[config.mk]
export PLATFORM = sky130hd
export DESIGN_NAME = mem_bus_responder
export DESIGN_NICKNAME = d
export VERILOG_FILES = /design/src/rtl/mem_map_pkg.sv /design/src/rtl/byte_fifo.sv /design/src/rtl/mem_bus_responder.sv
export SDC_FILE = /design/constraint.sdc
export NUM_CORES = 1
export LEC_CHECK = 0
export CORE_ASPECT_RATIO = 0.8
export CORE_MARGIN = 3
export CORE_UTILIZATION = 30
export CTS_BUF_LIST = sky130_fd_sc_hd__clkbuf_16
export DETAILED_ROUTE_END_ITERATION = 8
export DONT_BUFFER_PORTS = 1
export PLACE_DENSITY = 0.5
export SLEW_MARGIN = 20
export SYNTH_ARGS = -nofsm -noshare
export SYNTH_HDL_FRONTEND = slang
export SYNTH_SLANG_ARGS = --single-unit
[constraint.sdc]
create_clock -name clk_in -period 2.3 [get_ports clk_in]
set_input_delay 0.46 -clock clk_in [delete_from_list [all_inputs] [get_ports clk_in]]
set_output_delay 0.46 -clock clk_in [all_outputs]
set_load 0.03 [all_outputs]
[src/rtl/mem_map_pkg.sv]
// Shared address-map constants for the CPU memory bus responder.
// Holds the I/O window decode, register offsets and status bit positions.
package mem_map_pkg;

  localparam logic [1:0] IO_SEL_BITS = 2'b11;
  localparam logic [2:0] IO_OFF_DATA = 3'd0;
  localparam logic [2:0] IO_OFF_STAT = 3'd4;

  localparam int STAT_TX_FULL  = 0;
  localparam int STAT_RX_VALID = 1;
  localparam int STAT_OVERFLOW = 2;

  typedef enum logic [1:0] {
    IO_REG_NONE,
    IO_REG_DATA,
    IO_REG_STAT
  } io_reg_e;

  function automatic io_reg_e decode_io_off(input logic [2:0] off);
    case (off)
      IO_OFF_DATA: return IO_REG_DATA;
      IO_OFF_STAT: return IO_REG_STAT;
      default:     return IO_REG_NONE;
    endcase
  endfunction

endpackage

[src/rtl/byte_fifo.sv]
// Byte-wide synchronous FIFO with a combinational head, used for the TX stream.
// A push into a full FIFO is accepted when a pop happens in the same cycle.
module byte_fifo #(
  parameter int DEPTH = 8,
  localparam int AW = $clog2(DEPTH)
) (
  input  logic          clk_in,
  input  logic          rst_in,
  input  logic          push,
  input  logic          pop,
  input  logic [7:0]    din,
  output logic [7:0]    dout,
  output logic          empty,
  output logic          full,
  output logic [AW:0]   count
);

  logic [7:0]  mem_reg [0:DEPTH-1];
  logic [AW-1:0] wr_ptr_reg;
  logic [AW-1:0] rd_ptr_reg;
  logic [AW:0]   count_reg;
  logic          push_ok;
  logic          pop_ok;

  assign empty   = (count_reg == '0);
  assign full    = (count_reg == (AW+1)'(DEPTH));
  assign count   = count_reg;
  assign pop_ok  = pop & ~empty;
  assign push_ok = push & (~full | pop_ok);
  assign dout    = mem_reg[rd_ptr_reg];

  // Storage is not reset; the pointers alone define what is valid.
  always_ff @(posedge clk_in) begin
    if (push_ok) begin
      mem_reg[wr_ptr_reg] <= din;
    end
  end

  // Power-of-two depth lets the pointers wrap by plain overflow.
  always_ff @(posedge clk_in) begin
    if (rst_in) begin
      wr_ptr_reg <= '0;
      rd_ptr_reg <= '0;
      count_reg  <= '0;
    end else begin
      if (push_ok) wr_ptr_reg <= wr_ptr_reg + 1'b1;
      if (pop_ok)  rd_ptr_reg <= rd_ptr_reg + 1'b1;
      case ({push_ok, pop_ok})
        2'b10:   count_reg <= count_reg + 1'b1;
        2'b01:   count_reg <= count_reg - 1'b1;
        default: count_reg <= count_reg;
      endcase
    end
  end

endmodule

[src/rtl/mem_bus_responder.sv]
// Memory-side responder: routes CPU byte accesses to block RAM or the I/O window
// (TX FIFO, RX stream, status, program-done) with a uniform one-cycle read latency.
module mem_bus_responder
  import mem_map_pkg::*;
#(
  parameter int RAM_ADDR_WIDTH = 17,
  parameter int TX_DEPTH = 8
) (
  input  logic                      clk_in,
  input  logic                      rst_in,
  input  logic                      rdy_in,
  input  logic [31:0]               cpu_a,
  input  logic [7:0]                cpu_dout,
  input  logic                      cpu_wr,
  output logic [7:0]                cpu_din,
  output logic                      io_buffer_full,
  output logic [RAM_ADDR_WIDTH-1:0] ram_a,
  output logic                      ram_en,
  output logic                      ram_r_nw,
  output logic [7:0]                ram_d_in,
  input  logic [7:0]                ram_d_out,
  output logic [7:0]                tx_data,
  output logic                      tx_valid,
  input  logic                      tx_ready,
  input  logic [7:0]                rx_data,
  input  logic                      rx_valid,
  output logic                      rx_ready,
  output logic                      program_done
);

  localparam int CW = $clog2(TX_DEPTH) + 1;

  logic          io_sel;
  logic          io_act;
  io_reg_e       io_reg;
  logic          tx_push;
  logic          tx_pop;
  logic          tx_empty;
  logic          tx_full;
  logic [CW-1:0] tx_count;
  logic          io_sel_q;
  logic [7:0]    io_rdata_q;
  logic [7:0]    io_rdata_next;
  logic          overflow_reg;
  logic          program_done_reg;
  logic          unused_addr_bits;

  assign unused_addr_bits = ^cpu_a[31:18];

  assign io_sel = (cpu_a[17:16] == IO_SEL_BITS);
  assign io_act = rdy_in & io_sel;
  assign io_reg = decode_io_off(cpu_a[2:0]);

  assign ram_a    = cpu_a[RAM_ADDR_WIDTH-1:0];
  assign ram_en   = rdy_in & ~io_sel;
  assign ram_r_nw = ~cpu_wr;
  assign ram_d_in = cpu_dout;

  assign tx_push  = io_act & cpu_wr & (io_reg == IO_REG_DATA);
  assign tx_valid = ~tx_empty;
  assign tx_pop   = tx_valid & tx_ready;
  assign rx_ready = io_act & ~cpu_wr & (io_reg == IO_REG_DATA) & rx_valid;

  assign io_buffer_full = (tx_count >= CW'(TX_DEPTH - 1));
  assign program_done   = program_done_reg;
  assign cpu_din        = io_sel_q ? io_rdata_q : ram_d_out;

  byte_fifo #(
    .DEPTH (TX_DEPTH)
  ) u_tx_fifo (
    .clk_in (clk_in),
    .rst_in (rst_in),
    .push   (tx_push),
    .pop    (tx_pop),
    .din    (cpu_dout),
    .dout   (tx_data),
    .empty  (tx_empty),
    .full   (tx_full),
    .count  (tx_count)
  );

  always_comb begin
    io_rdata_next = 8'h00;
    if (io_sel && !cpu_wr) begin
      case (io_reg)
        IO_REG_DATA: io_rdata_next = rx_valid ? rx_data : 8'h00;
        IO_REG_STAT: begin
          io_rdata_next[STAT_TX_FULL]  = tx_full;
          io_rdata_next[STAT_RX_VALID] = rx_valid;
          io_rdata_next[STAT_OVERFLOW] = overflow_reg;
        end
        default:     io_rdata_next = 8'h00;
      endcase
    end
  end

  // Read-data path freezes with rdy_in so cpu_din holds during a stall.
  always_ff @(posedge clk_in) begin
    if (rst_in) begin
      io_sel_q         <= 1'b0;
      io_rdata_q       <= 8'h00;
      overflow_reg     <= 1'b0;
      program_done_reg <= 1'b0;
    end else begin
      if (rdy_in) begin
        io_sel_q   <= io_sel;
        io_rdata_q <= io_rdata_next;
      end
      if (tx_push && tx_full && !tx_pop) begin
        overflow_reg <= 1'b1;
      end
      if (io_act && cpu_wr && io_reg == IO_REG_STAT) begin
        program_done_reg <= 1'b1;
      end
    end
  end

endmodule

-- After elaboration in Yosys (flattened, before gate mapping)
Memories as Yosys holds them, arrays and structs flattened. A register that Yosys moved wholly into a read port is not among the register bits.
Cells that the tools add are included.
- muxes and demuxes: 11
- reduce and logical (&&, ||, !) cells: 10
- div/mod/pow operators: 0
- shift operators: 0
- bitwise operators: 15
- $add $sub $neg: 4
- multiply operators: 0
- eq/ne operators: 7
- magnitude comparators: 1
- operator list (kind ; count):
    $mux 8 ; 3
    $and 1x1->1 ; 10
    $pmux 4 s2 ; 1
    $add 3x1->3 const B ; 2
    $eq 2x2->1 const B ; 3
    $mux 3 ; 2
    $pmux 3 s2 ; 1
    $logic_and 1x1->1 ; 5
    $mux 5 ; 1
    $add 4x1->4 const B ; 1
    $eq 2x1->1 const B ; 2
    $eq 4x4->1 const B ; 1
    $ge 4x3->1 const B ; 1
    $logic_not 4->1 ; 1
    $not 1->1 ; 4
    $pmux 2 s2 ; 1
    $sub 4x1->4 const B ; 1
    $eq 3x3->1 const B ; 1
    $logic_not 3->1 ; 1
    $logic_not 1->1 ; 2
    $mux 1 ; 2
    $reduce_bool 2->1 ; 1
    $or 1x1->1 ; 1
- flip-flop bits (word level): 21
- bits in latches: 0
- bits in writable memories: 64
- ROM bits: 0
- memories kept: 1
- output and inout bits: 47
- word-level logic and storage cells: 56
- input bits: 62
- memory list (memory ; words ; bits a word ; read ports ; clocked after memory_dff ; write ports ; RTL line ; RTL):
    u_tx_fifo.mem_reg ; 8 ; 8 ; 1 ; 1 ; 1 ; byte_fifo.sv:18 ; logic [7:0] mem_reg [0:DEPTH-1];

-- Longest topological paths before layout
Gate-level depths: netlist of run 1.
- depth in word-level cells: 8
- depth in mapped cells: 10
- depth with buffers taken out: 10

-- Modules after synthesis
From an unflattened synthesis of run 1, not the netlist that was laid out.
- cell total of the unflattened synthesis: 274
- area, all modules: 4063.9 sq um
- modules (own cells, without submodules) (module ; times used ; cells each ; seq. area each (sq um) ; area an instance (sq um)):
    byte_fifo ; 1 ; 176 ; 2182.1 ; 3203.1
    mem_bus_responder ; 1 ; 98 ; 220.2 ; 860.8

-- Least setup slack after synthesis of run 1
OpenSTA, ideal clock, no wires.
- path kind: register to register
- start point: reg u_tx_fifo.count_reg[0] (netlist: u_tx_fifo.count[0])
- end point: reg u_tx_fifo.count_reg[3] (netlist: u_tx_fifo.count[3])
- stages on the path, launching flop included: 8
- path slack: -0.411 ns
- library setup time: 0.121 ns
- path buffers: 0
- clock period less this slack: 2.711 ns
- data arrival time: 2.590 ns
- path through: dfxtp_1 > or4_2 > nand2_1 > inv_1 > ha_1 > or3_1 > o32ai_1 > mux2_2
- word-level cells in the longest chain between the ends: 8
- elaborated cells on any way between the ends: 14
- ends and longest elaborated chain (what ; RTL line ; RTL):
    start, declared ; byte_fifo.sv:21 ; logic [AW:0] count_reg;
    start signal, assigned ; byte_fifo.sv:49 ; 2'b10: count_reg <= count_reg + 1'b1;
    start signal, assigned ; byte_fifo.sv:50 ; 2'b01: count_reg <= count_reg - 1'b1;
    start signal, assigned ; byte_fifo.sv:51 ; default: count_reg <= count_reg;
    $logic_not 4->1 (*) ; byte_fifo.sv:25 ; assign empty = (count_reg == '0);
    $not 1->1 (*) ; mem_bus_responder.sv:60 ; assign tx_valid = ~tx_empty;
    via tx_valid ; mem_bus_responder.sv:23 ; output logic tx_valid,
    $and 1x1->1 ; mem_bus_responder.sv:61 ; assign tx_pop = tx_valid & tx_ready;
    $and 1x1->1 (*) ; byte_fifo.sv:28 ; assign pop_ok = pop & ~empty;
    via u_tx_fifo.pop_ok ; byte_fifo.sv:23 ; logic pop_ok;
    $or 1x1->1 ; byte_fifo.sv:29 ; assign push_ok = push & (~full | pop_ok);
    $and 1x1->1 ; byte_fifo.sv:29 ;
    $eq 2x1->1 / $eq 2x2->1 (equally long branches) ; byte_fifo.sv:48 ; case ({push_ok, pop_ok})
    $pmux 4 s2 / $reduce_bool 2->1 (equally long branches) ; n/a ;
Mark *: on every way through the listed nets, which the timed path passes. The rest lies on a longest branch.
A chain may end at the register's enable or synchronous reset.

-- Worst setup path after layout of run 1
- start point: reg u_tx_fifo.count_reg[2] (netlist: u_tx_fifo.count[2])
- end point: reg u_tx_fifo.count_reg[2] (netlist: u_tx_fifo.count[2])
- word-level cells in the longest chain between the ends: 8
- elaborated cells on any way between the ends: 14
- ends and longest elaborated chain (what ; RTL line):
    $logic_not 4->1 ; byte_fifo.sv:25
    $not 1->1 ; byte_fifo.sv:28, mem_bus_responder.sv:60
    $and 1x1->1 ; mem_bus_responder.sv:61
    $and 1x1->1 ; byte_fifo.sv:28
    $or 1x1->1 ; byte_fifo.sv:29
    $and 1x1->1 ; byte_fifo.sv:29
    $eq 2x1->1 / $eq 2x2->1 (equally long branches) ; byte_fifo.sv:48
    $pmux 4 s2 / $reduce_bool 2->1 (equally long branches) ; n/a
Several ways; a longest one is shown, not always the timed one.

==> metrics.csv, run 1 <==
stage;metric;value;unit
setup_path;reg2reg end;u_tx_fifo.count[2];
timing;final setup violation count;2;
power_and_ir_drop;sequential share of power;0.530;
run;max-cap viol count;0;
power_and_ir_drop;Clk pwr share;0.444;
floorplanning;Die Wd;131.7;um
setup_path;CP Class;reg2reg;
layout;most frequent cells in the layout;edfxtp_1 (64), buf_4 (23), nor2_1 (22);
timing;final worst slack;-0.04388;ns
global_routing;largest net degree at the start of global routing;24;
global_routing;grt total ovfl;0;
clocking;CTS Buffer Depth;2;
clocking;CTS tree;yes;
timing;Hold Slack;0.1901;ns
setup_path;crit end category;flop;
synth;main flop type after synthesis;edfxtp_1;
setup_path;Worst R2R Path Depth;9;
synth;Post-synth ARST share;0;
power_and_ir_drop;Peak VDD IR;0.3922;mV
clocking;cts bufs inserted;9;
floorplanning;IO Count;109;
timing;fmax;426.6;MHz
clocking;CTS H-tree depth;3;
layout;final net count;319;
placement;worst slack at placement;-0.1172;ns
worst_hold_path;Hold Path Depth;1;
timing;RSZ-0062 raised after global routing;true;
worst_hold_path;Hold Startpoint;rst_in;
timing;Final TNS setup;-0.08620;ns
route;DR pass1 iterations;4;
placement;hpwl dp;4.799;mm
synth;warning count from the yosys run;0;
setup_path;startpoint type of the worst setup path;flop;
timing;clk_skew;0.006865;ns
worst_hold_path;Hold EP;u_tx_fifo.count[2];
route;WL final;7.557;mm
synth;Area contributors post-synth;edfxtp_1 (51%), dfxtp_1 (13%), mux4_2 (9.5%);
setup_path;FF-to-FF Start;u_tx_fifo.count[2];
synth;sequential element share of the synthesized area;0.6337;
synth;count of unique library cells instantiated by Yosys;37;
timing;fin crit share;1.019;
setup_path;Req. time, crit path;2.56;ns
outcome;failing checks;negative setup slack;
route;vias per cell;4.650;
route;via count;1990;
timing;Max Slew Vio Count;0;
synth;Mapped Area;3791;um2
layout;most common cell after layout, fill and taps aside;edfxtp_1;
layout;Largest register FFs;64;
clocking;root buffer cell;clkbuf_16;
synth;Post-synth EDFFs;64;
setup_path;flop-to-flop setup slack;-0.04;ns
timing;Final Hold Vio Count;0;
floorplanning;height of the die;106.5;um
placement;PortBufs;0;
setup_path;Crit Path Max Fanout;3;
power_and_ir_drop;PD cells;731.3;nW/um2
power_and_ir_drop;Net Switching;717.9;uW
timing;worst slew pin tran;0.5868;ns
clocking;CTS clk-pin slew, worst paths;0.07;ns
synth;Seq cells post-synth;88;
synth;Synth Instances;249;
timing;final worst path period need;2.344;ns
power_and_ir_drop;P_leak;1.451;nW
global_routing;global-route wire length before repair;11.94;mm
route;Antenna Nets Post-Route;0;
synth;share of the synthesized area in the top cell type;0.5069;
power_and_ir_drop;P_int;2.498;mW
power_and_ir_drop;Sw Ratio;0.2232;
floorplanning;Die ar.;14030;um2
global_routing;antenna violations before repair;0;
floorplanning;Starting Density;0.3094;
layout;layout cell share with drive strength beyond 1;0.3696;
clocking;hold_buf cts;0;
setup_path;CP arrival;2.61;ns
clocking;clk_lat worst skew;0.33;ns
route;WL/cell;17.66;um
placement;Final Wtd Congestion;0.7475;
worst_hold_path;Hold Crit Class;in2reg;
outcome;status;finished, violations left;
route;DRC;0;
layout;Non-Filler Cell Area, Final;4398;um2
global_routing;number of global-route vias before repair;2084;
placement;Placed Area;4014;um2
floorplanning;core area;12250;um2
synth;post-synth top area cell;edfxtp_1;
synth;Syn Area/Cell;15.23;um2
layout;# diodes;0;
layout;Layout area overhead;16.01;%
synth;Mapped Nets;316;
timing;Slew headroom;0.6082;
floorplanning;Core Rows;36;
power_and_ir_drop;combinational power share;0.026;
global_routing;gr usage total;0.1119;
clocking;Clock Sinks;88;
route;Starting DRT DRC Count;147;
==> worst max-delay path by stage <==
stage                                   from            endpoint  slack, ns  cells past startpoint
after CTS                 u_tx_fifo.count[2]  u_tx_fifo.count[2]      -0.05                      9
after floorplan           u_tx_fifo.count[2]  u_tx_fifo.count[3]      -0.16                      6
final                     u_tx_fifo.count[2]  u_tx_fifo.count[2]      -0.04                      9
after global routing      u_tx_fifo.count[2]  u_tx_fifo.count[2]      -0.13                      9
after detailed placement  u_tx_fifo.count[2]  u_tx_fifo.count[3]      -0.12                      6
after global placement    u_tx_fifo.count[2]  u_tx_fifo.count[3]       -0.1                      6
==> critical path, cell delays in order (launching register included) <==
cell,delay (ns)
dfxtp_2,0.32
or4b_4,0.56
o211ai_4,0.25
ha_4,0.18
xor2_1,0.15
ha_2,0.20
a21oi_2,0.04
xor2_1,0.14
or3_1,0.32
a21oi_2,0.12
==> logic make-up (layout without fill, tap and decap cells) <==
kind of cell             Yosys count  count (layout)  share of synthesized area
AO/OA/AOI/OAI                     21              21                    0.03961
flip-flops                        88              88                     0.6337
multiplexers                      37              37                     0.1564
adder cells (fa/ha/maj)            5               5                    0.01650
buffers and inverters             38              46                    0.06403
XOR/XNOR                           7               7                    0.01617
AND/OR/NAND/NOR                   53              53                    0.07360
==> synthesized netlist by cell type, types with 2 or more instances <==
cell and count:
and4b_1 2, inv_1 4, nand2b_1 4, a22oi_1 5, buf_2 2, a21oi_1 9, nor3_1 6, nor2_1 22
nand3_1 3, nand2_1 3, or3_1 2, o2111ai_1 2, mux2_2 18, dfxtp_1 24, mux2i_1 3, edfxtp_1 64
buf_1 2, xor2_1 6, nor2b_1 3, clkbuf_1 4, mux4_2 16, buf_4 26, ha_1 5
==> per-stage QoR <==
stage / utilization / std cells / total power [mW]
CTS: 0.3539 / 427 / 3.261
detailed placement: 0.3276 / 410 / 1.821
global route: 0.3590 / 428 / 3.329
finish: 0.3590 / 428 / 3.216
floorplan: - / 249 / 1.894
global placement: 0.3276 / 410 / 1.821
==> power groups by stage <==
stage / combinational (mW) / clock (mW) / sequential [mW]
5_1_grt: 0.0882 / 1.54 / 1.71
4_1_cts: 0.0810 / 1.47 / 1.70
3_5_place_dp: 0.0802 / 0 / 1.74
2_1_floorplan: 0.156 / 0 / 1.74
3_3_place_gp: 0.0807 / 0 / 1.74
6_report: 0.0833 / 1.43 / 1.71
==> layout make-up <==
type	instances	area [um2]
Clock buffer	9	225.2
Clock inverter	7	73.82
Fill cell	1184	7854
Inverter	4	15.01
Multi-Input combinational cell	123	1234
Sequential cell	88	2407
Tap cell	171	214.0
Timing Repair Buffer	26	229.0
==> repair_timing <==
item	in CTS	in global routing
resized for setup	4	9
buffers inserted	1	0
pin swaps	3	1
gates cloned	0	1
endpoints found under the setup margin	2	4
==> routing by layer <==
layer  vias up  global-route usage  wire (um)
li1        930                   -          -
met1       994              0.1461       3530
met2        58              0.1766       3457
met3         8             0.03359        492
met4         0             0.04273         76
met5         -                   0          0
No activity file was read; power rests on OpenSTA's default activity.
==> inputs of run 2 (changes only) <==
CAP_MARGIN = 20   (was unset)
CTS_CLUSTER_DIAMETER = 60   (was unset)
==> results of run 2 <==
The final DEF is identical to that of run 1; final timing and power are the same.
==> inputs of run 3 (changes only) <==
CORE_UTILIZATION = 45   (was 30)
PLACE_DENSITY = 0.67   (was 0.5)
==> run 3 against run 2 <==
The flow still finishes with violations (negative setup slack). Wire length down 9.1%. Via count shrank 0.25%. Cell count decreased by 15%. Hold slack worse by 0.0019 ns. Core utilization is 17 points higher. Fmax is 0.84% lower. Design area fell by 2.4%. Combinational power shrank 2%. Clock skew about the same. Die area shrank 32%. Critical path type unchanged. Largest cell class unchanged. Largest power group unchanged. Highest routed layer unchanged.
==> metrics.csv, run 3 (synthesized netlist as in run 1, its figures left out) <==
stage;metric;value;unit
timing;worst slew pin tran;0.5388;ns
clocking;Setup Buffers After CTS;0;
placement;Final Wtd Congestion;0.7778;
setup_path;CP Cell Sequence;buf_4 -> or4_4 -> nand2_4 -> inv_4 -> ha_4 -> xor2_2 -> ha_2 -> a21oi_2 -> xor2_1 -> or3_1 -> a21oi_1;
power_and_ir_drop;combinational power share;0.025;
route;Antenna Nets Post-Route;0;
global_routing;global-route wire length before repair;10.78;mm
floorplanning;IO Count;109;
layout;fill count;647;
timing;clk_skew;0.006788;ns
setup_path;Crit Path Max Fanout;6;
timing;RSZ-0062 raised after global routing;true;
timing;Slew headroom;0.6405;
global_routing;antenna violations before repair;0;
layout;Final Non-Filler Cells;363;
clocking;root buffer cell;clkbuf_16;
timing;fmax;423.1;MHz
setup_path;Critical-path top delay cell;or4_4;
timing;Max Slew Vio Count;0;
setup_path;reg2reg end;u_tx_fifo.count[2];
worst_hold_path;Hold Path Depth;1;
worst_hold_path;Hold EP;program_done;
clocking;cts bufs inserted;9;
global_routing;grt total ovfl;0;
timing;fin crit share;1.028;
floorplanning;core area;8055;um2
route;via count;1985;
global_routing;number of global-route vias before repair;2055;
route;vias per cell;5.468;
power_and_ir_drop;PD cells;759.0;nW/um2
placement;hpwl dp;4.435;mm
route;Starting DRT DRC Count;133;
route;WL/cell;18.93;um
layout;# diodes;0;
global_routing;largest net degree at the start of global routing;24;
layout;final net count;317;
placement;PortBufs;0;
power_and_ir_drop;P_leak;1.440;nW
power_and_ir_drop;sequential share of power;0.524;
outcome;status;finished, violations left;
layout;most frequent cells in the layout;edfxtp_1 (64), buf_4 (23), nor2_1 (22);
layout;Layout area overhead;13.27;%
setup_path;flop-to-flop setup slack;-0.06;ns
timing;final setup violation count;2;
placement;worst slack at placement;-0.1228;ns
clocking;CTS H-tree depth;3;
floorplanning;Starting Density;0.4706;
outcome;failing checks;negative setup slack;
clocking;Clock Sinks;88;
floorplanning;Die ar.;9569;um2
setup_path;CP Class;reg2reg;
setup_path;FF-to-FF Start;u_tx_fifo.count[2];
power_and_ir_drop;Net Switching;663.5;uW
route;DRC;0;
floorplanning;Die Wd;108.6;um
setup_path;Worst R2R Path Depth;11;
clocking;CTS Buffer Depth;2;
route;WL final;6.871;mm
clocking;clk_lat worst skew;0.33;ns
worst_hold_path;Hold Crit Class;in2reg;
layout;Largest register FFs;64;
route;DR pass1 iterations;4;
clocking;CTS tree;yes;
clocking;hold_buf cts;0;
layout;most common cell after layout, fill and taps aside;edfxtp_1;
timing;final worst path period need;2.364;ns
power_and_ir_drop;Sw Ratio;0.2036;
setup_path;Req. time, crit path;2.56;ns
floorplanning;Core Rows;29;
power_and_ir_drop;Clk pwr share;0.451;
timing;Hold Slack;0.1882;ns
setup_path;CP arrival;2.62;ns
setup_path;startpoint type of the worst setup path;flop;
timing;final worst slack;-0.06363;ns
floorplanning;height of the die;88.10;um
setup_path;crit-path max cell delay;0.51;ns
power_and_ir_drop;Peak VDD IR;0.5703;mV
power_and_ir_drop;P_int;2.596;mW
timing;Final Hold Vio Count;0;
clocking;CTS clk-pin slew, worst paths;0.06;ns
global_routing;gr usage total;0.1526;
worst_hold_path;Hold Startpoint;rst_in;
setup_path;crit end category;flop;
run;max-cap viol count;0;
placement;placed insts;347;
layout;layout cell share with drive strength beyond 1;0.3608;
timing;Final TNS setup;-0.1049;ns
## run 3: worst max-delay path, delay by kind of cell, from the launching register on
family | cells | cell delay (ns)
xor+xnor | 2 | 0.27
flops | 1 | 0.32
simple gates | 3 | 0.91
fa+ha+maj | 2 | 0.35
buf+inv | 2 | 0.19
compound gates | 2 | 0.24
## run 3: cell type report
type | count | area (um2) | area share
Clock inverter | 7 | 83.83 | 0.01952
Timing Repair Buffer | 24 | 192.7 | 0.04487
Clock buffer | 9 | 225.2 | 0.05245
Sequential cell | 88 | 2406 | 0.5603
Inverter | 4 | 17.52 | 0.004079
Tap cell | 108 | 135.1 | 0.03147
Multi-Input combinational cell | 123 | 1234 | 0.2873
## run 3: what timing repair did
item / CTS / global route
gates resized for setup: 7 / 4
pin swaps: 6 / 3
setup endpoints to repair: 2 / 2
## run 3: worst max-delay path by stage
| stage | start | endpoint | cells past startpoint |
|---|---|---|---|
| 3_3_place_gp | u_tx_fifo.count[0] | u_tx_fifo.count[3] | 6 |
| 6_report | u_tx_fifo.count[2] | u_tx_fifo.count[2] | 11 |
| 5_1_grt | u_tx_fifo.count[2] | u_tx_fifo.count[2] | 11 |
| 4_1_cts | u_tx_fifo.count[1] | u_tx_fifo.count[2] | 9 |
| 3_5_place_dp | u_tx_fifo.count[0] | u_tx_fifo.count[3] | 6 |
| 2_1_floorplan | u_tx_fifo.count[2] | u_tx_fifo.count[3] | 6 |
## run 3: power by group through the flow
stage | Combinational (mW) | Clock [mW] | Sequential (mW)
after global placement | 0.0794 | 0 | 1.74
after floorplan | 0.156 | 0 | 1.74
after global routing | 0.0865 | 1.57 | 1.71
after CTS | 0.0810 | 1.50 | 1.71
after detailed placement | 0.0798 | 0 | 1.74
final | 0.0817 | 1.47 | 1.71
## run 3: layer usage
layer	wire (um)	vias to the layer above	GRT usage
met2	3549	53	0.2563
met4	90	0	0.04014
li1	-	932	-
met5	0	-	0
met3	403	13	0.05306
met1	2827	987	0.1903
## run 3: metrics by stage
step           instance area [um2]  power, mW  utilization
4_1_cts                       4270      3.290       0.5301
5_1_grt                       4294      3.361       0.5331
2_1_floorplan                 3829      1.894            -
3_3_place_gp                  3935      1.821       0.4885
3_5_place_dp                  3935      1.821       0.4885
6_report                      4294      3.259       0.5331
